--- src/rtl/muldiv_scheduler.sv ---
// Issue/interlock controller for the iterative multiply/divide unit and HI/LO.
// Starts the unit, counts its fixed latency, and stalls ID while HI/LO is pending.
module muldiv_scheduler #(
  parameter int MUL_CYCLES = 4,
  parameter int DIV_CYCLES = 32,
  parameter int CNT_W      = 6
) (
  input  logic       clk,
  input  logic       rst,
  input  logic       md_req_id,
  input  logic [1:0] md_op_id,
  input  logic       hilo_rd_id,
  input  logic       hilo_wr_id,
  input  logic       stall_in,
  input  logic       flush_ex,
  output logic       md_start,
  output logic [1:0] md_op,
  output logic       md_busy,
  output logic       md_done,
  output logic       hilo_we,
  output logic       stall_md
);

  typedef enum logic {
    ST_IDLE = 1'b0,
    ST_BUSY = 1'b1
  } state_t;

  localparam logic [CNT_W-1:0] MUL_LOAD = CNT_W'(MUL_CYCLES);
  localparam logic [CNT_W-1:0] DIV_LOAD = CNT_W'(DIV_CYCLES);
  localparam logic [CNT_W-1:0] CNT_ONE  = CNT_W'(1);

  state_t           r_state;
  state_t           w_state_next;
  logic [CNT_W-1:0] r_cnt;
  logic [CNT_W-1:0] w_cnt_next;
  logic [1:0]       r_op;
  logic [1:0]       w_op_next;
  logic             r_start;
  logic             w_issue;
  logic             w_busy;
  logic             w_last;

  assign w_busy = (r_state == ST_BUSY);
  assign w_last = w_busy && (r_cnt == CNT_ONE);

  always_comb begin
    w_state_next = r_state;
    w_cnt_next   = r_cnt;
    w_op_next    = r_op;
    w_issue      = 1'b0;
    case (r_state)
      ST_IDLE: begin
        w_cnt_next = '0;
        if (md_req_id && !stall_in && !flush_ex && !stall_md) begin
          w_issue      = 1'b1;
          w_state_next = ST_BUSY;
          w_op_next    = md_op_id;
          w_cnt_next   = md_op_id[1] ? DIV_LOAD : MUL_LOAD;
        end
      end
      ST_BUSY: begin
        // cnt==0 cannot occur while busy; treat it as final so the FSM can never lock up
        if (r_cnt <= CNT_ONE) begin
          w_state_next = ST_IDLE;
          w_cnt_next   = '0;
        end else begin
          w_cnt_next = r_cnt - CNT_ONE;
        end
      end
      default: begin
        w_state_next = ST_IDLE;
        w_cnt_next   = '0;
      end
    endcase
  end

  always_ff @(posedge clk) begin
    if (rst) begin
      r_state <= ST_IDLE;
      r_cnt   <= '0;
      r_op    <= 2'b00;
      r_start <= 1'b0;
    end else begin
      r_state <= w_state_next;
      r_cnt   <= w_cnt_next;
      r_op    <= w_op_next;
      r_start <= w_issue;
    end
  end

  // Outputs are forced low while rst is high so an abort never leaks a done pulse
  assign md_start = r_start && !rst;
  assign md_op    = rst ? 2'b00 : r_op;
  assign md_busy  = w_busy && !rst;
  assign md_done  = w_last && !rst;
  assign hilo_we  = md_done;
  assign stall_md = w_busy && !rst && (md_req_id || hilo_rd_id || hilo_wr_id);

endmodule
--- config.mk ---
export PLATFORM = sky130hd
export DESIGN_NAME = muldiv_scheduler
export DESIGN_NICKNAME = d
export VERILOG_FILES = /design/src/rtl/muldiv_scheduler.sv
export SDC_FILE = /design/constraint.sdc
export NUM_CORES = 1
export LEC_CHECK = 0
export CAP_MARGIN = 20
export CORE_AREA = 2 2 39 41
export CTS_CLUSTER_DIAMETER = 40
export DETAILED_ROUTE_END_ITERATION = 8
export DIE_AREA = 0 0 41 43
export MAX_ROUTING_LAYER = met4
export PLACE_DENSITY_LB_ADDON = 0.3
export SLEW_MARGIN = 20
export SYNTH_ARGS = -nofsm -noshare
export SYNTH_HDL_FRONTEND = slang
export SYNTH_SLANG_ARGS = --single-unit
--- constraint.sdc ---
create_clock -name clk -period 3.4 [get_ports clk]
set_clock_uncertainty 0.05 [all_clocks]
set_input_delay 0.68 -clock clk [delete_from_list [all_inputs] [get_ports clk]]
set_output_delay 0.68 -clock clk [all_outputs]
set_load 0.1 [all_outputs]
==> results of run 1 <==
==> where the power goes <==
part / switching [mW] / total [mW] / internal, mW
sequential: 0.00138 / 0.120 / 0.119
combinational: 0.0153 / 0.0300 / 0.0147
clock: 0.0414 / 0.106 / 0.0650
==> how the worst min path moves through the flow <==
stage / slack [ns] / cells after the start / endpoint / start
finish: 0.44 / 1 / r_cnt[0] / r_cnt[0]
global placement: 0.41 / 1 / r_cnt[0] / r_cnt[0]
CTS: 0.44 / 1 / r_cnt[0] / r_cnt[0]
global route: 0.46 / 1 / r_cnt[0] / r_cnt[0]
detailed placement: 0.42 / 1 / r_cnt[0] / r_cnt[0]
floorplan: 0.39 / 1 / r_cnt[0] / r_cnt[0]
==> cell type report <==
class / instances / share of cell area
Multi-Input combinational cell: 34 / 0.374
Clock buffer: 4 / 0.0519
Inverter: 3 / 0.0161
Tap cell: 16 / 0.0286
Timing Repair Buffer: 15 / 0.243
Sequential cell: 10 / 0.286
==> worst reg2reg max path, delay by kind of cell (launching register included) <==
family	cells	cell delay, ns
AOI/OAI and AO/OA	2	0.54
DFF	1	0.34
and+or+nand+nor	1	0.42
==> through the flow <==
step	hold WS, ns	total power [mW]
2_1_floorplan	0.392	0.139
3_3_place_gp	0.414	0.153
3_5_place_dp	0.425	0.153
4_1_cts	0.439	0.259
5_1_grt	0.460	0.266
6_report	0.436	0.257
==> synthesized netlist by cell type <==
cell type,count,area (um^2)
sky130_fd_sc_hd__ha_1,2,25.0
sky130_fd_sc_hd__o31ai_4,1,21.3
sky130_fd_sc_hd__xor2_1,1,8.76
sky130_fd_sc_hd__dfxtp_1,10,200
sky130_fd_sc_hd__buf_4,1,7.51
sky130_fd_sc_hd__o22ai_1,1,6.26
sky130_fd_sc_hd__o21ai_2,1,8.76
sky130_fd_sc_hd__nor2_1,8,30.0
sky130_fd_sc_hd__inv_1,3,11.3
sky130_fd_sc_hd__nand2b_1,1,6.26
sky130_fd_sc_hd__or3_4,1,11.3
sky130_fd_sc_hd__xnor2_1,3,26.3
sky130_fd_sc_hd__nor4b_2,1,15.0
sky130_fd_sc_hd__nor2b_1,4,25.0
sky130_fd_sc_hd__nor3_1,3,15.0
sky130_fd_sc_hd__o31a_1,1,8.76
sky130_fd_sc_hd__mux2i_1,2,20.0
sky130_fd_sc_hd__nand2_1,4,15.0
==> metal layers <==
layer / vias up / part of all wire / global-route usage
li1: 193 / - / -
met1: 167 / 0.47 / 0.141
met2: 13 / 0.45 / 0.138
met3: 0 / 0.076 / 0.0314
met4: 0 / 0 / 0.0800
met5: - / 0 / -
==> cell usage in the layout (no fill, tap or decap) <==
master and n:
sky130_fd_sc_hd__nor4b_2 1, sky130_fd_sc_hd__nor3_1 2, sky130_fd_sc_hd__clkbuf_4 3, sky130_fd_sc_hd__clkbuf_8 1
sky130_fd_sc_hd__nor2_1 8, sky130_fd_sc_hd__xor2_1 1, sky130_fd_sc_hd__nand2_1 4, sky130_fd_sc_hd__mux2i_1 2
sky130_fd_sc_hd__o22ai_1 1, sky130_fd_sc_hd__buf_4 4, sky130_fd_sc_hd__buf_12 3, sky130_fd_sc_hd__dfxtp_1 10
sky130_fd_sc_hd__o21ai_2 1, sky130_fd_sc_hd__nor2b_1 3, sky130_fd_sc_hd__nor2b_4 1, sky130_fd_sc_hd__ha_1 2
sky130_fd_sc_hd__o31ai_4 1, sky130_fd_sc_hd__o31a_1 1, sky130_fd_sc_hd__nand2b_1 1, sky130_fd_sc_hd__or3_4 1
sky130_fd_sc_hd__nor3_4 1, sky130_fd_sc_hd__clkdlybuf4s50_1 8, sky130_fd_sc_hd__inv_1 3, sky130_fd_sc_hd__xnor2_1 3
==> logic make-up after synthesis <==
family	synth area share
adder cells (fa/ha/maj)	0.0542
AO/OA/AOI/OAI	0.0976
flip-flops	0.434
multiplexers	0.0434
buffers and inverters	0.0407
XOR/XNOR	0.0759
AND/OR/NAND/NOR	0.255
==> state kept, by name, indices dropped and copies added, names as in the netlist <==
register and count:
r_op 2, r_cnt 6, r_state 1, r_start 1
==> impl_metrics.prom, run 1 <==
# TYPE chip_impl_metric gauge
chip_impl_metric{name="rel_slew_slack",unit=""} 0.723
chip_impl_info{name="cp_slowest_cell",value="sky130_fd_sc_hd__clkdlybuf4s50_1"} 1
chip_impl_metric{name="setup_tns_final",unit="ns"} 0
chip_impl_metric{name="post-place-ws",unit="ns"} 0.666
chip_impl_metric{name="drtPass1Iterations",unit=""} 2
chip_impl_metric{name="vias_per_cell",unit=""} 4.55
chip_impl_metric{name="timing.final.setup_violations",unit=""} 0
chip_impl_metric{name="avgSynthCellArea",unit="um^2"} 9.62
chip_impl_metric{name="postSynthNetCount",unit=""} 59
chip_impl_metric{name="syn_to_final_growth",unit="%"} 51.5
chip_impl_metric{name="multi_input_area",unit="um^2"} 262
chip_impl_metric{name="worstSetupPathDepth",unit=""} 5
chip_impl_metric{name="via_count_of_the_first_global_routing_pass",unit=""} 304
chip_impl_metric{name="seq_area_frac_synth",unit=""} 0.434
chip_impl_metric{name="hold_buffers",unit=""} 0
chip_impl_metric{name="drt_drc_violations_left",unit=""} 0
chip_impl_metric{name="cp_max_fo",unit=""} 7
chip_impl_metric{name="cp_data_arrival_time",unit="ns"} 2.01
chip_impl_metric{name="timing.final.hold_violations",unit=""} 0
chip_impl_metric{name="ctsHtreeMaxLevel",unit=""} 1
chip_impl_metric{name="postPlaceCellArea",unit="um^2"} 663
chip_impl_metric{name="insertedDiodeCount",unit=""} 0
chip_impl_metric{name="cts.repair.resized",unit=""} 0
chip_impl_metric{name="fin_util",unit=""} 0.505
chip_impl_metric{name="syn_inst",unit=""} 48
chip_impl_metric{name="setup_ws",unit="ns"} 0.665
chip_impl_metric{name="global_route.overflow_total",unit=""} 0
chip_impl_info{name="grt_setup_unrepaired",value="false"} 1
chip_impl_metric{name="synth_area",unit="um^2"} 462
chip_impl_info{name="end_of_the_worst_register_to_register_path",value="r_cnt[2]"} 1
chip_impl_info{name="worstSetupStartpointType",value="input pin"} 1
chip_impl_metric{name="pin_count_of_the_biggest_net_entering_global_routing",unit=""} 8
chip_impl_metric{name="required_time_at_the_endpoint_of_the_critical_path",unit="ns"} 2.67
chip_impl_metric{name="floorplan.die.width",unit="um"} 41
chip_impl_info{name="critical_path.cell_chain",value="clkdlybuf4s50_1 > nor2b_4 > nand2_1 > nor3_4 > buf_12"} 1
chip_impl_metric{name="n_fill_cell",unit=""} 130
chip_impl_metric{name="yosysWarnings",unit=""} 0
chip_impl_info{name="critPathKind",value="input pin to primary output"} 1
chip_impl_metric{name="timing.final.crit_share",unit=""} 0.805
chip_impl_metric{name="cts.reportedPaths.clkPinSlew",unit="ns"} 0.06
chip_impl_metric{name="max-cap-violations",unit=""} 0
chip_impl_metric{name="clock.fmax",unit="GHz"} 0.366
chip_impl_info{name="holdCritPathClass",value="flip-flop to flip-flop"} 1
chip_impl_metric{name="grtUsageTotal",unit=""} 0.109
chip_impl_metric{name="postCtsSetupBuffers",unit=""} 0
chip_impl_metric{name="port_buffers",unit=""} 15
chip_impl_metric{name="drt_wl_total",unit="um"} 803
chip_impl_info{name="r2r_start",value="r_cnt[2]"} 1
chip_impl_metric{name="rows",unit=""} 14
chip_impl_metric{name="cts_num_sinks",unit=""} 10
chip_impl_metric{name="ctsLongestPathBuffers",unit=""} 2
chip_impl_metric{name="synth-seq-cells",unit=""} 10
chip_impl_metric{name="maximum_vdd_drop",unit="mV"} 0.213
chip_impl_info{name="cp-end-kind",value="primary output"} 1
chip_impl_metric{name="ant_nets",unit=""} 0
chip_impl_metric{name="number_of_non_filler_instances_in_the_completed_layout",unit=""} 82
chip_impl_metric{name="fp.dieArea",unit="um^2"} 1760
chip_impl_info{name="crit_end",value="md_done"} 1
chip_impl_metric{name="timing.final.crit_period",unit="ns"} 2.74
chip_impl_metric{name="finish.instance_area",unit="um^2"} 699
chip_impl_metric{name="max_slew.worst_pin.slew",unit="ns"} 0.415
chip_impl_metric{name="gp_routability_congestion",unit=""} 0.756
chip_impl_metric{name="dp_cells",unit=""} 78
chip_impl_metric{name="io_pins",unit=""} 16
chip_impl_metric{name="fp.coreArea",unit="um^2"} 1380
chip_impl_metric{name="timing.reg2reg.worst_path_depth",unit=""} 3
chip_impl_metric{name="yosysUniqueCellTypes",unit=""} 18
chip_impl_metric{name="grt_pass1_wl",unit="mm"} 1.24
chip_impl_metric{name="critical_path.n_buffers_inverters",unit=""} 2
chip_impl_info{name="tritoncts",value="yes"} 1
chip_impl_info{name="outcome",value="complete, no violations"} 1
chip_impl_metric{name="clock_latency",unit="ns"} 0.26
chip_impl_metric{name="cts_buffers",unit=""} 3
chip_impl_metric{name="drt-wirelength-per-cell",unit="um"} 9.79
chip_impl_metric{name="power_per_cell_area",unit="nW/um^2"} 367
chip_impl_info{name="clk_root_buffer_cell",value="sky130_fd_sc_hd__clkbuf_4"} 1
chip_impl_info{name="timing.critical_path.max_delay_family",value="buffers and inverters"} 1
chip_impl_metric{name="cellLeakagePower",unit="nW"} 0.292
chip_impl_metric{name="area.sequential",unit="um^2"} 200
chip_impl_metric{name="total_number_of_vias",unit=""} 373
chip_impl_metric{name="largest_incremental_delay_on_the_critical_path",unit="ns"} 0.55
chip_impl_metric{name="initial_utilization",unit=""} 0.334
chip_impl_metric{name="worst-r2r-setup-slack",unit="ns"} 1.93
chip_impl_metric{name="max_slew_violations",unit=""} 0
chip_impl_info{name="worst_setup_path_startpoint",value="rst"} 1
chip_impl_metric{name="final_nets",unit=""} 78
chip_impl_metric{name="layout-drive-gt1-share",unit=""} 0.258
chip_impl_metric{name="detailedPlacementHpwl",unit="um"} 620
chip_impl_metric{name="drt_iter0_markers",unit=""} 1
chip_impl_metric{name="antenna_found_initial",unit=""} 0
chip_impl_metric{name="die_y",unit="um"} 43
Note: power is estimated with default switching activity, not from simulation.
==> inputs of run 2 (changes only) <==
==> constraint.sdc (replaced) <==
create_clock -name clk -period 2.2 [get_ports clk]
set_clock_uncertainty 0.05 [all_clocks]
set_input_delay 0.44 -clock clk [delete_from_list [all_inputs] [get_ports clk]]
set_output_delay 0.44 -clock clk [all_outputs]
set_load 0.1 [all_outputs]
==> impl_metrics.prom, run 2 (synthesized netlist as in run 1, its figures left out) <==
# TYPE chip_impl_metric gauge
chip_impl_metric{name="timing.final.hold_violations",unit=""} 0
chip_impl_metric{name="drt_drc_violations_left",unit=""} 0
chip_impl_info{name="top_layer_reached_by_signal_wires",value="met3"} 1
chip_impl_metric{name="wl_met2",unit="um"} 442
chip_impl_metric{name="port_buffers",unit=""} 15
chip_impl_metric{name="fp.dieArea",unit="um^2"} 1760
chip_impl_metric{name="cellLeakagePower",unit="nW"} 0.315
chip_impl_metric{name="p_total",unit="mW"} 0.402
chip_impl_info{name="holdCritPathClass",value="flip-flop to flip-flop"} 1
chip_impl_metric{name="timing.final.crit_period",unit="ns"} 2.08
chip_impl_metric{name="grtUsageTotal",unit=""} 0.110
chip_impl_metric{name="pin_count_of_the_biggest_net_entering_global_routing",unit=""} 8
chip_impl_metric{name="setup_ws",unit="ns"} 0.124
chip_impl_info{name="clk_root_buffer_cell",value="sky130_fd_sc_hd__clkbuf_4"} 1
chip_impl_info{name="layout_commonest_cell",value="sky130_fd_sc_hd__dfxtp_1"} 1
chip_impl_metric{name="cp_data_arrival_time",unit="ns"} 1.59
chip_impl_metric{name="clock.fmax",unit="GHz"} 0.482
chip_impl_metric{name="power_per_cell_area",unit="nW/um^2"} 518
chip_impl_info{name="largest_registers",value="r_cnt x6, r_op x2"} 1
chip_impl_metric{name="cp_max_fo",unit=""} 2
chip_impl_metric{name="cts_buffers",unit=""} 3
chip_impl_metric{name="initial_utilization",unit=""} 0.334
chip_impl_metric{name="die_y",unit="um"} 43
chip_impl_metric{name="floorplan.die.width",unit="um"} 41
chip_impl_metric{name="ant_nets",unit=""} 0
chip_impl_metric{name="cts_num_sinks",unit=""} 10
chip_impl_info{name="layout_common_cells",value="10 x sky130_fd_sc_hd__dfxtp_1, 8 x sky130_fd_sc_hd__nor2_1, 8 x sky130_fd_sc_hd__clkdlybuf4s50_1"} 1
chip_impl_metric{name="timing.final.crit_share",unit=""} 0.944
chip_impl_metric{name="max_slew.worst_pin.slew",unit="ns"} 0.436
chip_impl_metric{name="required_time_at_the_endpoint_of_the_critical_path",unit="ns"} 1.71
chip_impl_metric{name="vias_per_cell",unit=""} 4.71
chip_impl_metric{name="max-cap-violations",unit=""} 0
chip_impl_metric{name="global_route.overflow_total",unit=""} 0
chip_impl_metric{name="final.hold.worst_slack",unit="ns"} 0.440
chip_impl_metric{name="rows",unit=""} 14
chip_impl_metric{name="largest_reg_flops",unit=""} 6
chip_impl_metric{name="finish.instance_area",unit="um^2"} 776
chip_impl_metric{name="max_slew_violations",unit=""} 0
chip_impl_info{name="hold_endpoint",value="r_op[0]"} 1
chip_impl_metric{name="rel_slew_slack",unit=""} 0.708
chip_impl_metric{name="number_of_non_filler_instances_in_the_completed_layout",unit=""} 84
chip_impl_metric{name="drtPass1Iterations",unit=""} 2
chip_impl_info{name="outcome",value="complete, no violations"} 1
chip_impl_metric{name="worst-r2r-setup-slack",unit="ns"} 0.74
chip_impl_metric{name="drt_iter0_markers",unit=""} 5
chip_impl_metric{name="postPlaceCellArea",unit="um^2"} 739
chip_impl_info{name="end_of_the_worst_register_to_register_path",value="r_cnt[2]"} 1
chip_impl_metric{name="timing.reg2reg.worst_path_depth",unit=""} 3
chip_impl_metric{name="syn_to_final_growth",unit="%"} 68.0
chip_impl_metric{name="clock_latency",unit="ns"} 0.26
chip_impl_info{name="hp-start",value="r_op[0]"} 1
chip_impl_metric{name="detailroute.wirelength.met3",unit="um"} 47
chip_impl_metric{name="grt_pass1_wl",unit="mm"} 1.27
chip_impl_metric{name="total_number_of_vias",unit=""} 396
chip_impl_metric{name="via_count_of_the_first_global_routing_pass",unit=""} 340
chip_impl_info{name="r2r_start",value="r_cnt[2]"} 1
chip_impl_info{name="critPathKind",value="input pin to primary output"} 1
chip_impl_metric{name="layout-drive-gt1-share",unit=""} 0.353
chip_impl_metric{name="gp_routability_congestion",unit=""} 0.717
chip_impl_metric{name="cts.repair.resized",unit=""} 0
chip_impl_metric{name="fin_util",unit=""} 0.561
chip_impl_info{name="cp-end-kind",value="primary output"} 1
chip_impl_metric{name="final_nets",unit=""} 80
chip_impl_metric{name="drt-wirelength-per-cell",unit="um"} 10.2
chip_impl_metric{name="hold_depth",unit=""} 2
chip_impl_info{name="max_flop_register",value="r_cnt"} 1
chip_impl_info{name="grt_setup_unrepaired",value="false"} 1
chip_impl_metric{name="cts.reportedPaths.clkPinSlew",unit="ns"} 0.07
chip_impl_metric{name="ctsLongestPathBuffers",unit=""} 2
chip_impl_metric{name="n_fill_cell",unit=""} 124
chip_impl_metric{name="postCtsSetupBuffers",unit=""} 0
chip_impl_metric{name="fp.coreArea",unit="um^2"} 1380
chip_impl_metric{name="insertedDiodeCount",unit=""} 0
chip_impl_metric{name="ctsHtreeMaxLevel",unit=""} 1
chip_impl_metric{name="post-place-ws",unit="ns"} 0.104
chip_impl_info{name="worstSetupStartpointType",value="input pin"} 1
chip_impl_metric{name="timing.final.setup_violations",unit=""} 0
chip_impl_metric{name="io_pins",unit=""} 16
chip_impl_metric{name="detailedPlacementHpwl",unit="um"} 683
chip_impl_metric{name="hold_buffers",unit=""} 0
chip_impl_metric{name="dp_cells",unit=""} 80
chip_impl_info{name="tritoncts",value="yes"} 1
chip_impl_metric{name="wl_met1",unit="um"} 368
chip_impl_metric{name="maximum_vdd_drop",unit="mV"} 0.374
chip_impl_metric{name="antenna_found_initial",unit=""} 0
chip_impl_metric{name="setup_tns_final",unit="ns"} 0
chip_impl_metric{name="drt_wl_total",unit="um"} 859
## run 2: cell types whose count changed in the layout (fill, tap and decap cells not counted), moves of 2 or more
cell,change
sky130_fd_sc_hd__nor2b_2,+3
sky130_fd_sc_hd__buf_12,+4
sky130_fd_sc_hd__nor2b_1,-3
sky130_fd_sc_hd__buf_4,-2
## run 2: layer usage
metal / vias to the layer above / track usage
met4: 0 / 0.0800
met2: 11 / 0.144
met3: 0 / 0.0314
met5: - / -
li1: 199 / -
met1: 186 / 0.137
## run 2: worst max-delay path by stage
stage          cells after the start  startpoint  slack (ns)  endpoint
5_1_grt                            5         rst        0.07   md_done
3_3_place_gp                       5         rst        0.12   md_done
2_1_floorplan                      4         rst       -0.56   md_done
3_5_place_dp                       5         rst        0.10   hilo_we
4_1_cts                            5         rst        0.10   hilo_we
6_report                           5         rst        0.12   hilo_we
## run 2: final cells by class
cell class / instances / area [um^2] / share of cell area
sequential: 10 / 200 / 0.258
clock buffer: 4 / 36.3 / 0.0468
timing repair buffer: 17 / 235 / 0.303
tap: 16 / 20.0 / 0.0258
inverter: 3 / 11.3 / 0.0145
multi-input combinational: 34 / 273 / 0.352
## run 2: power breakdown
| group | total, mW | switching [mW] | internal (mW) |
|---|---|---|---|
| sequential | 0.186 | 0.00226 | 0.184 |
| combinational | 0.0532 | 0.0252 | 0.0280 |
| clock | 0.162 | 0.0617 | 0.100 |
## run 2: worst max-delay path: stages
cell and delay, ns:
sky130_fd_sc_hd__clkdlybuf4s50_1 0.46, sky130_fd_sc_hd__nor2b_4 0.14, sky130_fd_sc_hd__nand2_2 0.07, sky130_fd_sc_hd__nor3_4 0.26
sky130_fd_sc_hd__buf_12 0.21
==> inputs of run 3 (changes only) <==
--- a/config.mk
+++ b/config.mk
@@ -7,9 +7,9 @@
 export LEC_CHECK = 0
 export CAP_MARGIN = 20
 export CORE_AREA = 2 2 39 41
-export CTS_CLUSTER_DIAMETER = 40
 export DETAILED_ROUTE_END_ITERATION = 8
 export DIE_AREA = 0 0 41 43
+export GPL_TIMING_DRIVEN = 0
 export MAX_ROUTING_LAYER = met4
 export PLACE_DENSITY_LB_ADDON = 0.3
 export SLEW_MARGIN = 20
==> impl_metrics.prom, run 3 (synthesized netlist as in run 1, its figures left out) <==
# TYPE chip_impl_metric gauge
chip_impl_info{name="layout_commonest_cell",value="sky130_fd_sc_hd__dfxtp_1"} 1
chip_impl_metric{name="cellLeakagePower",unit="nW"} 0.288
chip_impl_metric{name="clock.fmax",unit="GHz"} 0.488
chip_impl_info{name="largest_registers",value="r_cnt x6, r_op x2"} 1
chip_impl_metric{name="total_number_of_vias",unit=""} 387
chip_impl_metric{name="met3_usage_grt",unit=""} 0.0157
chip_impl_metric{name="antenna_found_initial",unit=""} 0
chip_impl_metric{name="via_count_of_the_first_global_routing_pass",unit=""} 351
chip_impl_metric{name="cts_buffers",unit=""} 3
chip_impl_metric{name="ant_nets",unit=""} 0
chip_impl_metric{name="finish.instance_area",unit="um^2"} 704
chip_impl_metric{name="worst-r2r-setup-slack",unit="ns"} 0.74
chip_impl_metric{name="floorplan.die.width",unit="um"} 41
chip_impl_metric{name="global_route.overflow_total",unit=""} 0
chip_impl_metric{name="drt_iter0_markers",unit=""} 3
chip_impl_info{name="hp-start",value="rst"} 1
chip_impl_metric{name="fp.coreArea",unit="um^2"} 1380
chip_impl_metric{name="insertedDiodeCount",unit=""} 0
chip_impl_metric{name="drt-wirelength-per-cell",unit="um"} 10.8
chip_impl_info{name="r2r_start",value="r_cnt[2]"} 1
chip_impl_metric{name="grt.met2_usage",unit=""} 0.194
chip_impl_metric{name="n_fill_cell",unit=""} 135
chip_impl_metric{name="vias_per_cell",unit=""} 4.66
chip_impl_info{name="holdCritPathClass",value="input pin to flip-flop"} 1
chip_impl_metric{name="grt_pass1_wl",unit="mm"} 1.41
chip_impl_metric{name="max-cap-violations",unit=""} 0
chip_impl_info{name="clk_root_buffer_cell",value="sky130_fd_sc_hd__clkbuf_4"} 1
chip_impl_metric{name="detailedPlacementHpwl",unit="um"} 698
chip_impl_info{name="worst_setup_path_startpoint",value="r_cnt[2]"} 1
chip_impl_metric{name="hold_buffers",unit=""} 0
chip_impl_metric{name="grtUsageTotal",unit=""} 0.128
chip_impl_metric{name="drt_wl_total",unit="um"} 898
chip_impl_metric{name="drt_drc_violations_left",unit=""} 0
chip_impl_metric{name="max_slew.worst_pin.slew",unit="ns"} 0.547
chip_impl_info{name="grt_setup_unrepaired",value="false"} 1
chip_impl_metric{name="dp_cells",unit=""} 79
chip_impl_info{name="tritoncts",value="yes"} 1
chip_impl_metric{name="number_of_non_filler_instances_in_the_completed_layout",unit=""} 83
chip_impl_info{name="cp-end-kind",value="primary output"} 1
chip_impl_info{name="globalRoute.busiestLayer",value="met2"} 1
chip_impl_metric{name="layout-drive-gt1-share",unit=""} 0.358
chip_impl_info{name="layout_common_cells",value="10 x sky130_fd_sc_hd__dfxtp_1, 8 x sky130_fd_sc_hd__nor2_1, 7 x sky130_fd_sc_hd__clkdlybuf4s50_1"} 1
chip_impl_metric{name="cp_data_arrival_time",unit="ns"} 1.56
chip_impl_metric{name="clock_latency",unit="ns"} 0.28
chip_impl_metric{name="final_nets",unit=""} 79
chip_impl_info{name="end_of_the_worst_register_to_register_path",value="r_cnt[2]"} 1
chip_impl_info{name="max_flop_register",value="r_cnt"} 1
chip_impl_metric{name="pin_count_of_the_biggest_net_entering_global_routing",unit=""} 8
chip_impl_metric{name="io_pins",unit=""} 16
chip_impl_metric{name="grt.met1_usage",unit=""} 0.134
chip_impl_metric{name="die_y",unit="um"} 43
chip_impl_metric{name="timing.final.hold_violations",unit=""} 0
chip_impl_metric{name="timing.final.setup_violations",unit=""} 0
chip_impl_metric{name="timing.final.crit_share",unit=""} 0.931
chip_impl_metric{name="drtPass1Iterations",unit=""} 4
chip_impl_metric{name="postCtsSetupBuffers",unit=""} 0
chip_impl_metric{name="timing.reg2reg.worst_path_depth",unit=""} 3
chip_impl_metric{name="setup_tns_final",unit="ns"} 0
chip_impl_metric{name="initial_utilization",unit=""} 0.334
chip_impl_info{name="critPathKind",value="flip-flop to primary output"} 1
chip_impl_metric{name="hold_depth",unit=""} 2
chip_impl_metric{name="fp.dieArea",unit="um^2"} 1760
chip_impl_metric{name="cts_num_sinks",unit=""} 10
chip_impl_metric{name="max_slew_violations",unit=""} 0
chip_impl_metric{name="maximum_vdd_drop",unit="mV"} 0.267
chip_impl_info{name="outcome",value="complete, no violations"} 1
chip_impl_metric{name="p_total",unit="mW"} 0.401
chip_impl_metric{name="postPlaceCellArea",unit="um^2"} 674
chip_impl_metric{name="gp_routability_congestion",unit=""} 0.731
chip_impl_metric{name="post-place-ws",unit="ns"} -1.12
chip_impl_metric{name="power_per_cell_area",unit="nW/um^2"} 569
chip_impl_metric{name="rel_slew_slack",unit=""} 0.637
chip_impl_metric{name="cts.reportedPaths.clkPinSlew",unit="ns"} 0.07
chip_impl_metric{name="cp_max_fo",unit=""} 4
chip_impl_metric{name="largest_reg_flops",unit=""} 6
chip_impl_metric{name="final.hold.worst_slack",unit="ns"} 0.418
chip_impl_metric{name="ctsLongestPathBuffers",unit=""} 2
chip_impl_metric{name="timing.final.crit_period",unit="ns"} 2.05
chip_impl_metric{name="port_buffers",unit=""} 15
chip_impl_metric{name="setup_ws",unit="ns"} 0.153
chip_impl_metric{name="ctsHtreeMaxLevel",unit=""} 1
chip_impl_info{name="hold_endpoint",value="r_op[0]"} 1
chip_impl_metric{name="syn_to_final_growth",unit="%"} 52.6
chip_impl_info{name="worstSetupStartpointType",value="flip-flop"} 1
chip_impl_metric{name="rows",unit=""} 14
chip_impl_metric{name="required_time_at_the_endpoint_of_the_critical_path",unit="ns"} 1.71
chip_impl_metric{name="fin_util",unit=""} 0.509
## run 3: cell types whose count changed in the layout (fill, tap and decap cells not counted)
cell	before	now
sky130_fd_sc_hd__buf_12	7	1
sky130_fd_sc_hd__buf_2	0	1
sky130_fd_sc_hd__buf_4	2	1
sky130_fd_sc_hd__buf_6	0	1
sky130_fd_sc_hd__clkbuf_2	0	1
sky130_fd_sc_hd__clkdlybuf4s15_2	0	4
sky130_fd_sc_hd__clkdlybuf4s50_1	8	7
## run 3: worst max-delay path by stage
stage,end,cells past startpoint
floorplan,md_done,4
global placement,md_done,6
detailed placement,md_done,6
CTS,stall_md,4
global route,md_done,4
finish,md_done,4
## run 3: what timing repair did
action / in CTS / in global routing
gates resized for setup: 30 / 3
cloned: 0 / 0
endpoints found under the setup margin: 7 / 3
## run 3: layout make-up
| cell class | instances | area (um^2) | area share |
|---|---|---|---|
| plain buffers | 1 | 20.0 | 0.0284 |
| clock buffers | 4 | 36.3 | 0.0515 |
| inverters | 3 | 11.3 | 0.0160 |
| multi-input cells | 34 | 273 | 0.387 |
| flip-flops and latches | 10 | 200 | 0.284 |
| well taps | 16 | 20.0 | 0.0284 |
| repair buffers | 15 | 144 | 0.204 |
## run 3: per-layer routing
| layer | share of wire | vias to the layer above |
|---|---|---|
| met4 | 0.029 | 0 |
| met5 | 0 | - |
| met1 | 0.40 | 175 |
| met2 | 0.52 | 12 |
| li1 | - | 197 |
| met3 | 0.053 | 3 |
## run 3: worst max-delay path: stages (launching register included)
cell                      delay, ns
sky130_fd_sc_hd__dfxtp_1       0.34
sky130_fd_sc_hd__or3_4         0.42
sky130_fd_sc_hd__nor3_4        0.18
sky130_fd_sc_hd__buf_12        0.12
sky130_fd_sc_hd__buf_6         0.21
## run 3: power breakdown
| part | internal, mW | switching, mW |
|---|---|---|
| Sequential | 0.184 | 0.00222 |
| Combinational | 0.0213 | 0.0244 |
| Clock | 0.101 | 0.0681 |
| Total | 0.306 | 0.0947 |
